## config.mk

```make
export PLATFORM = sky130hd
export DESIGN_NAME = dmem_access_ctrl
export DESIGN_NICKNAME = d
export VERILOG_FILES = /design/src/rtl/lc3b_types.sv /design/src/rtl/dmem_byte_steer.sv /design/src/rtl/dmem_access_ctrl.sv
export SDC_FILE = /design/constraint.sdc
export NUM_CORES = 1
export LEC_CHECK = 0
export BUFFER_PORTS_ARGS = -buffer_cell sky130_fd_sc_hd__buf_2
export CORE_MARGIN = 2
export CORE_UTILIZATION = 43
export DETAILED_ROUTE_END_ITERATION = 6
export GPL_TIMING_DRIVEN = 0
export PLACE_DENSITY = 0.76
export SYNTH_ARGS = -nofsm -noshare
export SYNTH_HDL_FRONTEND = slang
export SYNTH_SLANG_ARGS = --single-unit
```

## constraint.sdc

```tcl
create_clock -name clk -period 1.5 [get_ports clk]
set_input_delay 0.075 -clock clk [delete_from_list [all_inputs] [get_ports clk]]
set_output_delay 0.075 -clock clk [all_outputs]
set_load 0.02 [all_outputs]
```

## src/rtl/lc3b_types.sv

```systemverilog
// Shared LC-3b data types and byte-lane enable encodings for the data-memory path.
package lc3b_types;

  typedef logic [15:0] lc3b_word;

  localparam logic [1:0] BE_NONE = 2'b00;
  localparam logic [1:0] BE_LO   = 2'b01;
  localparam logic [1:0] BE_HI   = 2'b10;
  localparam logic [1:0] BE_WORD = 2'b11;

  function automatic lc3b_word align_word(input lc3b_word addr);
    return {addr[15:1], 1'b0};
  endfunction

endpackage

```

## src/rtl/dmem_byte_steer.sv

```systemverilog
// Combinational LC-3b byte-lane steering: lane enables, store-data replication and
// zero-extended byte-load extraction for one data-memory access.
module dmem_byte_steer
  import lc3b_types::*;
(
  input  logic       addr_lsb,
  input  logic       is_byte,
  input  logic       is_write,
  input  lc3b_word   wdata,
  input  lc3b_word   mem_rdata,
  output logic [1:0] byte_enable,
  output lc3b_word   mem_wdata,
  output lc3b_word   load_data
);

  // Byte loads read the whole word and pick a lane; byte stores replicate into both lanes.
  always_comb begin
    byte_enable = BE_WORD;
    mem_wdata   = wdata;
    load_data   = mem_rdata;
    if (is_byte) begin
      load_data = {8'h00, (addr_lsb ? mem_rdata[15:8] : mem_rdata[7:0])};
      if (is_write) begin
        byte_enable = addr_lsb ? BE_HI : BE_LO;
        mem_wdata   = {wdata[7:0], wdata[7:0]};
      end else begin
        byte_enable = BE_WORD;
        mem_wdata   = wdata;
      end
    end else begin
      byte_enable = BE_WORD;
      mem_wdata   = wdata;
      load_data   = mem_rdata;
    end
  end

endmodule

```

## src/rtl/dmem_access_ctrl.sv

```systemverilog
// Data-memory port controller: runs one handshaked access per memory-stage request,
// steers byte lanes and stalls the pipeline until the access completes.
module dmem_access_ctrl
  import lc3b_types::*;
#(
  parameter int CNT_WIDTH = 16
) (
  input  logic                 clk,
  input  logic                 reset,
  input  logic                 req_read,
  input  logic                 req_write,
  input  logic                 req_byte,
  input  logic [15:0]          req_addr,
  input  logic [15:0]          req_wdata,
  output logic                 stall,
  output logic [15:0]          rdata,
  output logic                 rdata_valid,
  output logic [CNT_WIDTH-1:0] access_count,
  output logic                 dmem_read,
  output logic                 dmem_write,
  output logic [1:0]           dmem_byte_enable,
  output logic [15:0]          dmem_address,
  output logic [15:0]          dmem_wdata,
  input  logic [15:0]          dmem_rdata,
  input  logic                 dmem_resp
);

  typedef enum logic [1:0] {
    S_IDLE   = 2'b00,
    S_ACCESS = 2'b01,
    S_DONE   = 2'b10
  } state_e;

  localparam logic [CNT_WIDTH-1:0] CNT_ONE = {{(CNT_WIDTH-1){1'b0}}, 1'b1};

  state_e               state_q, state_d;
  lc3b_word             addr_q, addr_d;
  lc3b_word             wdata_q, wdata_d;
  lc3b_word             rdata_q, rdata_d;
  logic                 byte_q, byte_d;
  logic                 write_q, write_d;
  logic [CNT_WIDTH-1:0] access_count_q, access_count_d;

  logic [1:0]           steer_be;
  lc3b_word             steer_wdata;
  lc3b_word             steer_load;

  dmem_byte_steer u_steer (
    .addr_lsb    (addr_q[0]),
    .is_byte     (byte_q),
    .is_write    (write_q),
    .wdata       (wdata_q),
    .mem_rdata   (dmem_rdata),
    .byte_enable (steer_be),
    .mem_wdata   (steer_wdata),
    .load_data   (steer_load)
  );

  // State and request-latch registers.
  always_ff @(posedge clk) begin
    if (reset) begin
      state_q        <= S_IDLE;
      addr_q         <= 16'h0000;
      wdata_q        <= 16'h0000;
      rdata_q        <= 16'h0000;
      byte_q         <= 1'b0;
      write_q        <= 1'b0;
      access_count_q <= {CNT_WIDTH{1'b0}};
    end else begin
      state_q        <= state_d;
      addr_q         <= addr_d;
      wdata_q        <= wdata_d;
      rdata_q        <= rdata_d;
      byte_q         <= byte_d;
      write_q        <= write_d;
      access_count_q <= access_count_d;
    end
  end

  // Next-state logic; a simultaneous read and write request is treated as a write.
  always_comb begin
    state_d        = state_q;
    addr_d         = addr_q;
    wdata_d        = wdata_q;
    rdata_d        = rdata_q;
    byte_d         = byte_q;
    write_d        = write_q;
    access_count_d = access_count_q;
    case (state_q)
      S_IDLE: begin
        if (req_read || req_write) begin
          state_d = S_ACCESS;
          addr_d  = req_addr;
          wdata_d = req_wdata;
          byte_d  = req_byte;
          write_d = req_write;
        end else begin
          state_d = S_IDLE;
        end
      end
      S_ACCESS: begin
        if (dmem_resp) begin
          state_d = S_DONE;
          rdata_d = write_q ? rdata_q : steer_load;
        end else begin
          state_d = S_ACCESS;
        end
      end
      S_DONE: begin
        state_d        = S_IDLE;
        access_count_d = access_count_q + CNT_ONE;
      end
      default: begin
        state_d = S_IDLE;
      end
    endcase
  end

  // Bus strobes come only from registered state; stall also covers the request cycle.
  always_comb begin
    stall            = 1'b0;
    rdata_valid      = 1'b0;
    dmem_read        = 1'b0;
    dmem_write       = 1'b0;
    dmem_byte_enable = BE_NONE;
    dmem_address     = 16'h0000;
    dmem_wdata       = 16'h0000;
    case (state_q)
      S_IDLE: begin
        stall = req_read | req_write;
      end
      S_ACCESS: begin
        stall            = 1'b1;
        dmem_read        = ~write_q;
        dmem_write       = write_q;
        dmem_byte_enable = steer_be;
        dmem_address     = align_word(addr_q);
        dmem_wdata       = write_q ? steer_wdata : 16'h0000;
      end
      S_DONE: begin
        rdata_valid = 1'b1;
      end
      default: begin
        stall = 1'b0;
      end
    endcase
  end

  assign rdata        = rdata_q;
  assign access_count = access_count_q;

endmodule

```

==> run_results.csv, run 1 <==
group,metric,value,unit
run_status,status,"finished, violations left",
run_status,violations,"negative setup slack",
cts,cts_buffers,9,
critical_path,arrival,1.49,ns
cts,clkSlewWorstSetupHoldPaths,0.07,ns
sta,slew-limit-headroom,63.3,%
cells_and_area,antenna_cells,0,
critical_path,required,1.42,ns
power_and_ir_drop,p_per_area,877,mW/mm2
critical_path,r2r.worst_path.cells,4,
sta,worst_slew_pin_slew,0.550,ns
cells_and_area,areaGrowthSynthToFinish,65.9,%
placement,routabilityCongestion,0.876,
power_and_ir_drop,leakage,0.00218,uW
cells_and_area,fill_cells,474,
cells_and_area,regArea,0.00141,mm2
yosys,ys_warn_count,0,
global_route,grt_pass1_wl,15.0,mm
die,start_util,44.1,%
critical_path,cp-end-kind,"output pin",
sta,fmax,638,MHz
global_route,grt_max_degree,13,
yosys,syn_area,0.00296,mm2
yosys,synth_flop_cell,"dfxtp_1",
yosys,ys_ff_latch,68,
global_route,antenna_found_initial,0,
yosys,synth_edf_count,0,
detailed_routing,routedWlPerCell,15.9,um
detailed_routing,dr_total_vias,3392,
sta,slew_violations,0,
die,die_w,87.0,um
worst_hold_path,hp-class,"in -> reg",
sta,final.setup_skew,0.0102,ns
critical_path,endpoint,"dmem_address[5]",
global_route,grt.total_usage,25.5,%
cells_and_area,fin_cells,647,
cells_and_area,design_area,0.00492,mm2
cts,cts_max_path_buffers,2,
sta,hold_slack,0.0128,ns
critical_path,worstSetupPathType,"reg -> out",
cells_and_area,post_route_cells_drive_above_1_share,41.8,%
power_and_ir_drop,peakVddDrop,0.000595,V
critical_path,critPathLaunch,"state_q[0]",
die,core-area,0.00672,mm2
cts,clkLatencyLatePin,0.35,ns
critical_path,crit_path_max_fanout,10,
placement,port_buffers,121,
critical_path,r2r_setup_slack,-0.01,ns
cells_and_area,nNetsFinal,617,
cts,clkSinkCount,68,
cells_and_area,multiInputGateArea,0.00174,mm2
sta,rsz0062_at_grt,"true",
yosys,syn-instance-count,377,
yosys,syn_nets,432,
global_route,grt_overflow,0,
critical_path,regToRegEndpoint,"access_count[13]",
placement,place_area,0.00369,mm2
placement,dpl.hpwl,6.11,mm
sta,setup_viol,15,
placement,dp_cells,578,
cts,cts-root-buf,"clkbuf_8",
detailed_routing,vias_per_cell,5.24,
yosys,ys_seq_area_share,45.9,%
yosys,ys_types,39,
yosys,async_flop_share,0,%
detailed_routing,drtIter0Drc,149,
cts,cts_tree,"built",
die,num_rows,30,
sta,finalSetupTns,-0.409,ns
run,drv_cap,0,
detailed_routing,ant_nets,0,
die,chipHeight,87.0,um
yosys,syn_area_per_cell,7.86,um2
sta,hold_viol,0,
sta,layout_worst_path_cycle_share,105,%
sta,setup_ws,-0.0677,ns
critical_path,startpoint_type,"register",
detailed_routing,routed_wirelength,10.3,mm
sta,min_period,1.57,ns
detailed_routing,post-route-drc-count,0,
cts,cts_max_level,3,
critical_path,crit-reg2reg-launch,"access_count[10]",
global_route,grt_pass1_vias,3247,
die,die-area,0.00757,mm2
die,io_pins,124,
detailed_routing,drtPass1Iterations,4,
==> cells in the final DEF (no fill, tap or decap), drive strengths merged, types with 4 or more instances in the layout <==
cell type and count:
buf 144, nand2 93, dfxtp 68, a21oi 44, dlygate4sd3 37, nor2 37, clkbuf 27, and2 15
nand3 14, nand3b 9, mux2i 9, a311oi 8, and3 8, xor2 6, xnor2 4, inv 4
nand4 4
==> registers in the layout (all words and copies together) (netlist names) <==
name,count
access_count,16
addr_q,16
rdata,16
wdata_q,16
state_q,2
byte_q,1
write_q,1
==> critical path, cell delays in order, from the launching register on <==
cell and delay [ns]:
dfxtp_4 0.40, nor2b_4 0.17, buf_12 0.14, buf_8 0.13
and2_1 0.18, buf_6 0.14
==> cell families after synthesis <==
group                      synth area share (%)
other                                     0.127
DFF                                        45.9
muxes                                      3.42
buffers and inverters                      3.84
AOI/OAI and AO/OA                          11.7
and+or+nand+nor                            31.6
xor gates and xnor gates                   2.95
adders and majority gates                 0.422
==> cell type report <==
class,count,area share (%)
multi-input cells,281,35.3
well taps,80,2.04
clock inverters,7,1.35
repair buffers,176,26.9
plain buffers,23,3.03
flip-flops and latches,68,28.7
clock buffers,9,2.52
inverters,3,0.229
==> power breakdown <==
group	switching (uW)	internal, uW
Sequential	81.2	1890
Combinational	466	405
Clock	705	759
==> what timing repair did <==
item	in CTS	in global routing
setup endpoints to repair	86	61
gates resized for setup	85	80
setup buffers	2	15
hold buffers	37	0
endpoints found under the hold margin	37	0
pin swaps	3	18
gates cloned	0	2
==> stage by stage <==
step | total power [uW] | worst slack [ns] | util, %
CTS | 4210 | -0.0874 | 67.0
finish | 4310 | -0.0677 | 73.2
global placement | 2620 | -0.263 | 54.9
floorplan | 2400 | -0.00725 | -
detailed placement | 2640 | -0.294 | 54.9
global route | 4500 | -0.119 | 73.2
==> Yosys cell counts, types with 2 or more instances <==
master / count / area share, %
nand3_1: 14 / 2.4
nand2_1: 92 / 12
and3_1: 8 / 1.7
o21ai_0: 2 / 0.34
dfxtp_1: 68 / 46
a31oi_1: 2 / 0.42
a21oi_1: 44 / 7.4
o31ai_1: 2 / 0.51
nand3b_1: 9 / 2.3
and2_1: 15 / 3.2
nand2b_1: 2 / 0.42
inv_1: 3 / 0.38
or3_1: 2 / 0.42
nor2b_1: 3 / 0.63
a311oi_1: 8 / 2.4
nand4_1: 3 / 0.63
mux2i_1: 9 / 3.0
nor4_1: 3 / 0.63
xnor2_1: 4 / 1.2
xor2_1: 6 / 1.8
clkbuf_1: 24 / 3.0
nor2_1: 37 / 4.7
==> metal layers <==
| layer | share of wire (%) | GRT usage (%) |
|---|---|---|
| met4 | 2.0 | 10.1 |
| met3 | 7.7 | 9.95 |
| met1 | 38 | 27.3 |
| met2 | 52 | 44.9 |
| met5 | 0 | 0 |
==> worst min-delay path by stage <==
stage,from,depth (start not counted),to,slack [ns]
floorplan,req_addr[10],2,addr_q[10],0.21
global placement,req_wdata[10],3,wdata_q[10],0.32
detailed placement,req_addr[2],3,addr_q[2],0.32
CTS,req_addr[0],3,addr_q[0],0.0001
global route,req_addr[0],3,addr_q[0],0.008
finish,dmem_rdata[4],3,rdata[4],0.01
No activity file was read; power rests on OpenSTA's default activity.
==> run 2, diff against run 1 <==
Settings changed: ABC_AREA set to 1, CORE_MARGIN 2 to unset, PLACE_DENSITY 0.76 to 0.75.
==> run 2 against run 1 <==
Against the previous run:
- synthesized cell count rose by 21%
- critical path type unchanged
- critical path depth rose by 2
- die area decreased by 1.1%
- the flow still finishes with violations (negative setup slack)
==> run_results.csv, run 2 <==
group,metric,value,unit
run_status,status,"finished, violations left",
run_status,violations,"negative setup slack",
global_route,grt_overflow,0,
yosys,ys_warn_count,0,
worst_hold_path,hp-class,"in -> reg",
cts,clkSlewWorstSetupHoldPaths,0.07,ns
die,num_rows,30,
cells_and_area,antenna_cells,0,
power_and_ir_drop,power.total,4480,uW
detailed_routing,dr_total_vias,3638,
detailed_routing,ant_nets,0,
sta,final.setup_skew,0.00529,ns
critical_path,cp_num_cells,7,
placement,post-place-ws,-0.0859,ns
sta,layout_worst_path_cycle_share,104,%
cells_and_area,layout_commonest_cell,"buf_2",
cells_and_area,nNetsFinal,682,
placement,dpl.hpwl,6.21,mm
global_route,grt_max_degree,11,
global_route,antenna_found_initial,0,
sta,hold_viol,0,
die,io_pins,124,
yosys,ys_ff_latch,68,
detailed_routing,drtIter0Drc,150,
global_route,grt_pass1_wl,15.5,mm
yosys,syn_area,0.00307,mm2
yosys,syn-instance-count,456,
detailed_routing,drtPass1Iterations,5,
global_route,grt_pass1_vias,3410,
power_and_ir_drop,p_per_area,973,mW/mm2
critical_path,arrival,1.49,ns
detailed_routing,vias_per_cell,5.00,
sta,fmax,638,MHz
sta,rsz0062_at_grt,"true",
cells_and_area,areaGrowthSynthToFinish,49.6,%
die,die_w,86.6,um
yosys,async_flop_share,0,%
worst_hold_path,hp-start,"dmem_rdata[12]",
detailed_routing,routedWlPerCell,13.3,um
cts,cts_buffers,9,
yosys,yosysTopAreaCell,"dfxtp_1",
die,start_util,45.0,%
sta,slew_violations,0,
global_route,grt.total_usage,26.3,%
critical_path,worstPathCellList,"inv_4 -> nor2_4 -> inv_4 -> nor2_4 -> inv_6 -> a21oi_4 -> buf_6",
yosys,yosys-top-cells-count,"103 x nor2_1, 89 x nand2_1, 68 x dfxtp_1",
critical_path,r2r.worst_path.cells,7,
cts,cts_max_level,3,
cts,cts-root-buf,"clkbuf_8",
die,die-area,0.00749,mm2
critical_path,critical_path.top_delay_family,"buffers and inverters",
yosys,syn_nets,511,
detailed_routing,routed_wirelength,9.64,mm
critical_path,crit-reg2reg-launch,"state_q[1]",
die,core-area,0.00683,mm2
cts,clkLatencyLatePin,0.34,ns
cells_and_area,layout_common_cells,"101 x buf_2, 96 x nor2_1, 87 x nand2_1",
cts,cts_max_path_buffers,2,
worst_hold_path,whs_path_depth,3,
cts,clkSinkCount,68,
critical_path,r2r_setup_slack,0.06,ns
yosys,post-synth-top-count-cell,"nor2_1",
placement,dp_cells,674,
critical_path,required,1.42,ns
placement,port_buffers,122,
yosys,syn_area_per_cell,6.74,um2
critical_path,worstSetupPathType,"reg -> out",
die,chipHeight,86.6,um
cells_and_area,design_area,0.00460,mm2
detailed_routing,post-route-drc-count,0,
yosys,yosys-top-cells-area,"dfxtp_1 44%, nor2_1 13%, nand2_1 11%",
worst_hold_path,hold-path-endpoint,"rdata[12]",
critical_path,critical_path_buf_inv_count,4,
critical_path,cpMaxStageDelayCell,"dfxtp_2",
yosys,synth_edf_count,0,
sta,setup_ws,-0.0669,ns
placement,place_area,0.00380,mm2
run,drv_cap,0,
sta,min_period,1.57,ns
power_and_ir_drop,peakVddDrop,0.000626,V
critical_path,slowest_delay,0.35,ns
critical_path,regToRegEndpoint,"wdata_q[8]",
placement,routabilityCongestion,0.876,
cts,cts_tree,"built",
critical_path,startpoint_type,"register",
cells_and_area,final_util,67.3,%
yosys,ys_seq_area_share,44.3,%
cells_and_area,fin_cells,727,
yosys,ys_types,29,
critical_path,cp-end-kind,"output pin",
yosys,synth_top_area_share,44.3,%
cells_and_area,post_route_cells_drive_above_1_share,32.3,%
sta,setup_viol,13,
power_and_ir_drop,leakage,0.00216,uW
critical_path,crit_path_max_fanout,8,
yosys,synth_flop_cell,"dfxtp_1",
[run 2: cell count changes after synthesis, moves of 4 or more]
cell	delta
a21oi_1	-5
a311oi_1	-8
and2_1	-15
and3_1	-8
clkbuf_1	-15
inv_1	+36
inv_2	+4
mux2i_1	-9
nand3_1	+11
nand3b_1	-9
nor2_1	+66
o21ai_0	+44
xnor2_1	-4
xor2_1	-5
[run 2: metrics by stage]
step | hold WS, ns | setup TNS (ns)
2_1_floorplan | 0.144 | -0.293
3_3_place_gp | 0.297 | -0.564
3_5_place_dp | 0.302 | -0.650
4_1_cts | 0.00193 | -0.358
5_1_grt | 0.0126 | -2.13
6_report | 0.0164 | -0.500
[run 2: kinds of logic after synthesis]
logic type / after synthesis / share of synthesized area [%]
xor gates and xnor gates: 1 / 0.285
adders and majority gates: 1 / 0.407
DFF: 68 / 44.3
and+or+nand+nor: 230 / 31.1
AOI/OAI and AO/OA: 89 / 14.7
buffers and inverters: 66 / 9.16
other: 1 / 0.122
[run 2: per-layer routing]
metal / vias up / global-route usage, % / wire, um / share of wire (%)
met4: 0 / 8.64 / 242 / 2.5
met3: 27 / 6.57 / 629 / 6.5
met2: 163 / 46.3 / 4810 / 50
li1: 1792 / - / - / -
met1: 1656 / 31.4 / 3950 / 41
met5: - / 0 / 0 / 0
[run 2: final cells by class]
class	count	area, um2
repair buffers	161	1040
well taps	96	120
flip-flops and latches	68	1370
clock inverters	1	30.0
multi-input cells	322	1540
clock buffers	14	173
fillers	604	2230
inverters	44	183
plain buffers	21	141
[run 2: how the worst max path moves through the flow]
stage | end | startpoint
after floorplan | dmem_wdata[10] | state_q[1]
after global placement | dmem_byte_enable[1] | byte_q
after detailed placement | byte_q | state_q[1]
after CTS | dmem_wdata[9] | state_q[0]
after global routing | dmem_wdata[8] | state_q[0]
final | dmem_wdata[10] | state_q[0]
[run 2: worst min-delay path, stage by stage]
cell and delay, ns:
buf_2 0.11, nand3_1 0.07, a21oi_1 0.05
[run 2: power breakdown]
| part | switching, uW | internal (uW) | leakage, uW | total [uW] |
|---|---|---|---|---|
| Sequential | 67.6 | 1940 | 0.000560 | 2000 |
| Clock | 648 | 898 | 0.000103 | 1550 |
| Combinational | 551 | 375 | 0.00150 | 926 |
[run 2: what timing repair did]
action | 4_1_cts | 5_1_grt
endpoints found under the setup margin | 45 | 56
hold buffers | 19 | 1
setup buffers | 13 | 6
pin swaps | 4 | 5
endpoints found under the hold margin | 19 | 1
gates resized for setup | 51 | 35
==> run 3, diff against run 2 <==
Settings changed: ABC_AREA 1 to unset, PLACE_DENSITY 0.75 to 0.76.
==> run 3 against run 2 <==
Against the previous run:
- the flow still finishes with violations (negative setup slack)
- sequential cell count did not move
- first-iteration DRC count is 72% higher
- non-clock buffer count increased by 10
- clock skew barely moved
- die area is 3.5% lower
- sequential power barely moved
- register-to-register slack got worse by 0.11 ns
- routed wire length grew 7.8%
- setup slack improved by 0.020 ns
- power down 7.5%
- global-route usage is 0.53 points higher
- critical path type is now reg -> reg
- critical endpoint is now access_count[11]
==> run_results.csv, run 3 (synthesis results as in run 1) <==
group,metric,value,unit
run_status,status,"finished, violations left",
run_status,violations,"negative setup slack",
critical_path,crit_path_max_fanout,6,
die,num_rows,29,
cells_and_area,nNetsFinal,610,
die,die-area,0.00723,mm2
cts,cts-root-buf,"clkbuf_8",
critical_path,cpMaxStageDelayCell,"or4_4",
placement,dpl.hpwl,6.21,mm
power_and_ir_drop,seq_power_share,48.3,%
global_route,grt_max_degree,11,
placement,port_buffers,121,
cts,cts_max_level,3,
global_route,grt_pass1_vias,3251,
critical_path,cp_num_cells,5,
cts,clkSlewWorstSetupHoldPaths,0.07,ns
placement,post-place-ws,-0.249,ns
die,core-area,0.00649,mm2
detailed_routing,routed_wirelength,10.4,mm
cells_and_area,fill_cells,457,
critical_path,critical_path.top_delay_family,"simple AND/OR/NAND/NOR gates",
cells_and_area,design_area,0.00480,mm2
worst_hold_path,whs_path_depth,3,
power_and_ir_drop,peakVddDrop,0.000536,V
cells_and_area,layout_common_cells,"100 x buf_2, 90 x nand2_1, 52 x dfxtp_1",
cells_and_area,fin_cells,634,
cts,cts_buffers,9,
detailed_routing,vias_per_cell,5.49,
sta,hold_viol,0,
die,chipHeight,85.0,um
detailed_routing,ant_nets,0,
global_route,use_met3,6.71,%
detailed_routing,drtIter0Drc,258,
cts,clkLatencyLatePin,0.34,ns
global_route,antenna_found_initial,0,
power_and_ir_drop,p_switching,1230,uW
sta,rsz0062_at_grt,"true",
power_and_ir_drop,power.share.clock,30.4,%
sta,slew_violations,0,
sta,fmax,647,MHz
detailed_routing,routedWlPerCell,16.4,um
global_route,top_usage_layer,"met2",
detailed_routing,dr_total_vias,3482,
power_and_ir_drop,switching_share,29.7,%
sta,final.setup_skew,0.00551,ns
worst_hold_path,hp-class,"in -> reg",
die,die_w,85.0,um
critical_path,critical_path_buf_inv_count,1,
sta,setup_ws,-0.0466,ns
power_and_ir_drop,p_int,2910,uW
global_route,met2_usage,47.0,%
cells_and_area,final_util,73.9,%
placement,dp_cells,575,
critical_path,arrival,1.81,ns
critical_path,startpoint_type,"register",
cells_and_area,regArea,0.00141,mm2
critical_path,slowest_delay,0.42,ns
global_route,grt.total_usage,26.9,%
sta,min_period,1.55,ns
sta,hold_slack,0.0198,ns
critical_path,worstPathCellList,"and4b_2 -> buf_4 -> nand3_2 -> or4_4 -> a21oi_2",
critical_path,r2r.worst_path.cells,5,
run,drv_cap,0,
cells_and_area,multiInputGateArea,0.00180,mm2
die,io_pins,124,
cells_and_area,layout_commonest_cell,"buf_2",
sta,setup_viol,10,
placement,place_area,0.00369,mm2
cells_and_area,antenna_cells,0,
cts,cts_max_path_buffers,2,
sta,worst_slew_pin_slew,0.583,ns
cells_and_area,areaGrowthSynthToFinish,62.0,%
cts,clkSinkCount,68,
critical_path,worstSetupPathType,"reg -> reg",
detailed_routing,drtPass1Iterations,5,
cts,cts_tree,"built",
power_and_ir_drop,power_frac_comb,21.3,%
global_route,use_met1,31.5,%
critical_path,required,1.76,ns
placement,routabilityCongestion,0.847,
global_route,grt_overflow,0,
power_and_ir_drop,leakage,0.00206,uW
cells_and_area,post_route_cells_drive_above_1_share,39.0,%
sta,layout_worst_path_cycle_share,103,%
global_route,grt_pass1_wl,15.2,mm
die,start_util,45.6,%
power_and_ir_drop,p_per_area,862,mW/mm2
detailed_routing,post-route-drc-count,0,
sta,slew-limit-headroom,61.2,%
critical_path,cp-end-kind,"register",
run 3: power by group through the flow:
stage          clock network (uW)  registers (uW)  logic, uW
2_1_floorplan                   0            2020        375
3_3_place_gp                    0            2000        620
4_1_cts                      1270            1980        762
3_5_place_dp                    0            2010        630
6_report                     1260            2000        882
5_1_grt                      1350            2010        945
run 3: cell type report:
type | count | area share [%]
plain buffers | 23 | 3.26
clock buffers | 13 | 3.10
inverters | 3 | 0.234
multi-input cells | 281 | 37.4
flip-flops and latches | 68 | 29.4
well taps | 77 | 2.01
repair buffers | 169 | 24.5
run 3: repair_timing:
action / 4_1_cts / 5_1_grt
pin swaps: 2 / 17
hold endpoints to repair: 36 / 0
buffers inserted: 4 / 8
gates resized for setup: 60 / 94
endpoints found under the setup margin: 84 / 90
hold buffers: 36 / 0
gates cloned: 0 / 1
run 3: through the flow:
stage,power (uW),TNS [ns]
2_1_floorplan,2400,-0.00725
3_3_place_gp,2620,-8.23
3_5_place_dp,2640,-10.38
4_1_cts,4010,-0.967
5_1_grt,4300,-1.92
6_report,4140,-0.180
run 3: path summary, 6_finish.rpt:
| path | start | slack [ns] | endpoint |
|---|---|---|---|
| hold reg to reg | rdata[15] | 0.45 | rdata[15] |
| setup reg to reg | state_q[0] | -0.05 | access_count[11] |
| setup / recovery | state_q[0] | -0.05 | access_count[11] |
| hold / removal | dmem_rdata[4] | 0.02 | rdata[4] |
run 3: metal layers:
metal  wire length, um  up-vias  share of wire, %
met1              3870     1620                37
met3               817       33               7.9
li1                  -     1634                 -
met2              5360      195                52
met4               337        0               3.2
met5                 0        -                 0
run 3: worst register-to-register path, delay by kind of cell (launching register included):
family | cells | cell delay [ns]
AOI/OAI and AO/OA | 1 | 0.12
buffers and inverters | 1 | 0.13
and+or+nand+nor | 3 | 0.84
DFF | 1 | 0.37
